`src/rtl/decy_batch_ctrl_if.sv`:
```
// Pixel stream bundle for the decryption controller.
// s_* is the encrypted input stream and m_* is the decrypted output stream.
interface decy_batch_ctrl_if;
  localparam int unsigned PIX_W = 24;

  logic             s_valid;
  logic             s_ready;
  logic [PIX_W-1:0] s_data;
  logic             m_valid;
  logic             m_ready;
  logic [PIX_W-1:0] m_data;
  logic             m_last;

  // Controller side: consumes the cipher stream and produces the plain stream
  modport slave (
    input  s_valid, s_data, m_ready,
    output s_ready, m_valid, m_data, m_last
  );

  // Pixel source / sink side
  modport master (
    output s_valid, s_data, m_ready,
    input  s_ready, m_valid, m_data, m_last
  );
endinterface

```
`src/rtl/decy_batch_ctrl.sv`:
```
// Sequencing controller for the 24-bit pixel decryption datapath: per-image keystream
// re-seed, one keystream step per accepted pixel, registered output stage and image count.
module decy_batch_ctrl #(
  parameter int unsigned CNT_W   = 20,
  parameter int unsigned BATCH_W = 8
) (
  input  logic               clk,
  input  logic               rst,
  input  logic               start,
  input  logic [CNT_W-1:0]   num_pix,
  input  logic               abort,
  decy_batch_ctrl_if.slave   pix,
  output logic               dp_reseed,
  output logic               dp_step,
  output logic [23:0]        dp_cipher,
  input  logic [23:0]        dp_plain,
  output logic               busy,
  output logic               done,
  output logic               aborted,
  output logic               err_zero,
  output logic [BATCH_W-1:0] img_cnt
);

  localparam int unsigned PIX_W = 24;

  typedef enum logic [1:0] {
    IDLE  = 2'd0,
    SEED  = 2'd1,
    RUN   = 2'd2,
    DRAIN = 2'd3
  } state_t;

  state_t state;
  state_t state_nxt;

  logic [CNT_W-1:0] remaining;
  logic             m_valid_q;
  logic             m_last_q;
  logic [PIX_W-1:0] m_data_q;

  logic active;
  logic kill;
  logic out_hs;
  logic s_rdy;
  logic accept;
  logic final_hs;
  logic start_ok;
  logic start_zero;

  assign active = (state != IDLE);
  assign kill   = abort & active;
  assign out_hs = m_valid_q & pix.m_ready;

  // State register
  always_ff @(posedge clk) begin
    if (rst) begin
      state <= IDLE;
    end else begin
      state <= state_nxt;
    end
  end

  // Next state and handshake decode; abort overrides everything outside IDLE
  always_comb begin
    state_nxt  = state;
    s_rdy      = 1'b0;
    accept     = 1'b0;
    final_hs   = 1'b0;
    start_ok   = 1'b0;
    start_zero = 1'b0;
    case (state)
      IDLE: begin
        if (start && !abort) begin
          if (num_pix != '0) begin
            start_ok  = 1'b1;
            state_nxt = SEED;
          end else begin
            start_zero = 1'b1;
          end
        end
      end
      SEED: begin
        state_nxt = RUN;
      end
      RUN: begin
        s_rdy  = (remaining != '0) && (!m_valid_q || pix.m_ready) && !abort;
        accept = pix.s_valid && s_rdy;
        if (accept && (remaining == CNT_W'(1))) begin
          state_nxt = DRAIN;
        end
      end
      DRAIN: begin
        final_hs = out_hs & m_last_q;
        if (final_hs) begin
          state_nxt = IDLE;
        end
      end
      default: begin
        state_nxt = IDLE;
      end
    endcase
    if (kill) begin
      state_nxt = IDLE;
      final_hs  = 1'b0;
    end
  end

  // Output register, pixel budget and status pulses
  always_ff @(posedge clk) begin
    if (rst) begin
      remaining <= '0;
      m_valid_q <= 1'b0;
      m_last_q  <= 1'b0;
      m_data_q  <= '0;
      done      <= 1'b0;
      aborted   <= 1'b0;
      err_zero  <= 1'b0;
      img_cnt   <= '0;
    end else begin
      done     <= final_hs;
      aborted  <= kill;
      err_zero <= start_zero;
      if (final_hs) begin
        img_cnt <= img_cnt + BATCH_W'(1);
      end
      if (kill) begin
        remaining <= '0;
        m_valid_q <= 1'b0;
        m_last_q  <= 1'b0;
      end else begin
        if (start_ok) begin
          remaining <= num_pix;
        end
        if (accept) begin
          m_data_q  <= dp_plain;
          m_valid_q <= 1'b1;
          m_last_q  <= (remaining == CNT_W'(1));
          remaining <= remaining - CNT_W'(1);
        end else if (out_hs) begin
          m_valid_q <= 1'b0;
          m_last_q  <= 1'b0;
        end
      end
    end
  end

  // Keystream advances only on an accepted pixel, so stalls never skew key alignment
  assign dp_step     = accept;
  assign dp_cipher   = pix.s_data;
  assign dp_reseed   = rst | (state == SEED);
  assign busy        = active;

  assign pix.s_ready = s_rdy;
  assign pix.m_valid = m_valid_q;
  assign pix.m_data  = m_data_q;
  assign pix.m_last  = m_last_q;

endmodule

```
`src/flat_wrapper.sv`:
```
// flat-port wrapper written by rule: the top's interface ports become plain ports
module decy_batch_ctrl_flat 
#(
  parameter int unsigned CNT_W   = 20,
  parameter int unsigned BATCH_W = 8
)
  (clk, rst, start, num_pix, abort, dp_reseed, dp_step, dp_cipher, dp_plain, busy, done, aborted, err_zero, img_cnt, pix_s_valid, pix_s_data, pix_m_ready, pix_s_ready, pix_m_valid, pix_m_data, pix_m_last);
  decy_batch_ctrl_if pix_i ();
  input  logic clk;
  input  logic rst;
  input  logic start;
  input  logic [CNT_W-1:0] num_pix;
  input  logic abort;
  output logic dp_reseed;
  output logic dp_step;
  output logic [23:0] dp_cipher;
  input  logic [23:0] dp_plain;
  output logic busy;
  output logic done;
  output logic aborted;
  output logic err_zero;
  output logic [BATCH_W-1:0] img_cnt;
  input wire logic [$bits(pix_i.s_valid)-1:0] pix_s_valid;
  input wire logic [$bits(pix_i.s_data)-1:0] pix_s_data;
  input wire logic [$bits(pix_i.m_ready)-1:0] pix_m_ready;
  output wire logic [$bits(pix_i.s_ready)-1:0] pix_s_ready;
  output wire logic [$bits(pix_i.m_valid)-1:0] pix_m_valid;
  output wire logic [$bits(pix_i.m_data)-1:0] pix_m_data;
  output wire logic [$bits(pix_i.m_last)-1:0] pix_m_last;
  assign pix_i.s_valid = pix_s_valid;
  assign pix_i.s_data = pix_s_data;
  assign pix_i.m_ready = pix_m_ready;
  assign pix_s_ready = pix_i.s_ready;
  assign pix_m_valid = pix_i.m_valid;
  assign pix_m_data = pix_i.m_data;
  assign pix_m_last = pix_i.m_last;
  decy_batch_ctrl #(.CNT_W(CNT_W), .BATCH_W(BATCH_W)) u_core (.clk(clk), .rst(rst), .start(start), .num_pix(num_pix), .abort(abort), .pix(pix_i), .dp_reseed(dp_reseed), .dp_step(dp_step), .dp_cipher(dp_cipher), .dp_plain(dp_plain), .busy(busy), .done(done), .aborted(aborted), .err_zero(err_zero), .img_cnt(img_cnt));
endmodule
```
`config.mk`:
```
export PLATFORM = sky130hd
export DESIGN_NAME = decy_batch_ctrl_flat
export DESIGN_NICKNAME = d
export VERILOG_FILES = /design/src/rtl/decy_batch_ctrl_if.sv /design/src/rtl/decy_batch_ctrl.sv /design/src/flat_wrapper.sv
export SDC_FILE = /design/constraint.sdc
export NUM_CORES = 1
export LEC_CHECK = 0
export ABC_CLOCK_PERIOD_IN_PS = 3000
export CAP_MARGIN = 40
export CELL_PAD_IN_SITES_DETAIL_PLACEMENT = 1
export CELL_PAD_IN_SITES_GLOBAL_PLACEMENT = 2
export CORE_UTILIZATION = 21
export CTS_CLUSTER_DIAMETER = 60
export CTS_CLUSTER_SIZE = 25
export DETAILED_ROUTE_END_ITERATION = 12
export PLACE_DENSITY_LB_ADDON = 0.1
export SYNTH_ARGS = -nofsm -noshare
export SYNTH_HDL_FRONTEND = slang
export SYNTH_SLANG_ARGS = --single-unit
```
`constraint.sdc`:
```
create_clock -name clk -period 3 [get_ports clk]
set_clock_uncertainty 0.1 [all_clocks]
set_input_delay 0.9 -clock clk [delete_from_list [all_inputs] [get_ports clk]]
set_output_delay 0.9 -clock clk [all_outputs]
set_load 0.005 [all_outputs]
```
==> run metrics <==
outcome=complete, no violations; largest net degree at the start of global routing=50; top cell type's share of synthesized area=37.6%; Crit path arrival time=1.95 ns; Startpoint Class=flop; Syn. warnings=0; overall die width=124 um; Die Footprint=15500 um2; Total Routed Length=11600 um; VDD IR max=0.289 mV; Worst slew margin=41.4%; TritonCTS clock tree=yes; # fillers=1699; FP Rows=44; clk_lat worst skew=0.34 ns; worst path setup slack after routing=0.0470 ns; EDFF count, synth=0; dominant cells by area after synthesis=dfxtp_1 38%, nand2_1 8.4%, a21oi_1 5.7%; vias post-DR=3345; Inserted Clock Buffers=9; Cells after Synth=390; HP Class=reg -> reg; fin area=5020 um2; slowest CP cell=or3_4; Finished Layout Cells=711; Clock Sinks=59; root buf cell=clkbuf_16; max-cap violations=0; Final ANT Viol Nets=0; GP Congestion=0.739; Port Buffers=90; M2 GR Usage=26.6%; Top FF cell, synth=dfxtp_1; layout cell share with drive strength beyond 1=23.0%; register area share after synthesis=37.6%; core area=14600 um2; met3 track demand over resource=5.33%; Distinct cells, synth=58; total number of H-tree levels=3; GRT Residual Overflow=0; routing usage on met1=18.8%; Post-Syn Area=3140 um2; hold slack=0.352 ns; DP Wirelength=8320 um; Via density=4.70; post-layout min period=2.95 ns; Setup WS pre-CTS=-0.523 ns; initial drt markers=128; period utilization=98.4%; RSZ-0062 raised after global routing=true; Yosys reg bits=59; Initial Util=21.6%; WL per Instance=16.4 um; endpoints failing setup=0; Async SR Flop Fraction=0%; dpl cell area=4500 um2; GR peak layer=met2; Worst setup EP type=primary output; final number of hold-violating endpoints=0; setup TNS=0 ns; Worst path max stage delay=0.40 ns; final slew viol count=0; clock-pin slew on the worst setup and hold paths=0.05 ns; vias in the first global route=3621; TritonRoute pass-1 iters=4; area grow syn2layout=59.6%; WP data required=2.00 ns; CTS max path bufs=2; Highest Clock Rate=339 MHz; # diodes=0; PD cells=707 nW/um2; LEAKAGE=1.91 nW; global-route wire length before repair=19100 um; top-count cell post-synth=nand2_1; critical path cell sequence=inv_1 > ha_4 > or3b_4 > or3_4 > o21ai_4 > inv_4 > buf_6; initial antenna violation count=0; number of remaining DRC errors=0; all-layer global routing usage=15.8%; cell taking the most area after synthesis=dfxtp_1; Die Ht=124 um; synthesized area per cell=8.06 um2; Layout Nets=604; I/O pins=139; hold buffers post-CTS=0; Worst-Margin Slew=0.879 ns; placed cells=683; crit-path max FO=2; post-synth net total=471; Post-synth top cells=70 x nand2_1, 59 x dfxtp_1, 36 x a21oi_1, 24 x buf_4, 18 x nor2_1; Setup CP Type=reg -> out
## power breakdown
part	switching [mW]	total [mW]	internal (mW)
Combinational	0.700	1.35	0.654
Clock	0.377	1.29	0.911
Sequential	0.0466	0.903	0.857
## cells by family after synthesis
logic type	count (synthesis)	synth area share [%]
DFF	59	37.6
buffers and inverters	59	10.6
muxes	8	2.79
adders and majority gates	7	2.79
and+or+nand+nor	155	23.8
xor gates and xnor gates	7	1.95
AOI/OAI and AO/OA	95	20.5
## flip-flops by register name, indices dropped and copies added, names as in the netlist
name	flops
u_core.remaining	20
u_core.state	2
u_core.done	1
u_core.pix.m_valid	1
u_core.pix.m_data	24
u_core.aborted	1
u_core.img_cnt	8
u_core.err_zero	1
u_core.pix.m_last	1
## worst paths after layout
check	from	endpoint	slack, ns	cells after the start
max	u_core.remaining[0]	dp_step	0.05	7
min	u_core.pix.m_data[11]	u_core.pix.m_data[11]	0.35	2
max reg2reg	u_core.remaining[1]	u_core.state[1]	0.10	20
min reg2reg	u_core.pix.m_data[11]	u_core.pix.m_data[11]	0.35	2
## routing by layer
layer	routed length (um)	vias to the layer above
met4	155	0
met1	5230	1610
met2	5550	68
met3	702	19
met5	0	-
li1	-	1648
## metrics by stage
stage / util (%) / power (mW)
3_3_place_gp: 30.8 / 2.19
5_1_grt: 34.4 / 3.77
2_1_floorplan: - / 1.60
6_report: 34.4 / 3.55
3_5_place_dp: 30.8 / 2.20
4_1_cts: 34.2 / 3.58
## final cells by class
cell class                 instances  area (um2)  area share (%)
multi-input combinational        272        1700            33.9
timing repair buffer             170        1500            29.8
sequential                        59        1180            23.6
clock buffer                      10         239            4.76
tap                              184         230            4.59
clock inverter                     5         125            2.49
inverter                          11        43.8           0.873
## critical path, delay by kind of cell, from the launching register on
| family | cells | cell delay [ns] |
|---|---|---|
| adders and majority gates | 1 | 0.13 |
| and+or+nand+nor | 2 | 0.77 |
| AOI/OAI and AO/OA | 1 | 0.17 |
| DFF | 1 | 0.31 |
| buffers and inverters | 3 | 0.25 |
## timing repair
action,4_1_cts,5_1_grt
gates cloned,0,0
resized for setup,19,7
endpoints found under the setup margin,3,8
setup buffers,14,0
pin swaps,3,0
## layout by cell type (no fill, tap or decap), types with 5 or more instances in the layout
cell type	n
buf_4	80
clkbuf_16	9
dfxtp_1	58
nand2_1	70
a31oi_1	10
ha_1	5
nor4_1	11
nor3_1	8
clkdlybuf4s50_1	85
and3_1	6
a21oi_1	35
nand3_1	10
a211oi_1	6
inv_1	9
nor2_1	18
mux2i_1	5
Note: power is estimated with default switching activity, not from simulation.
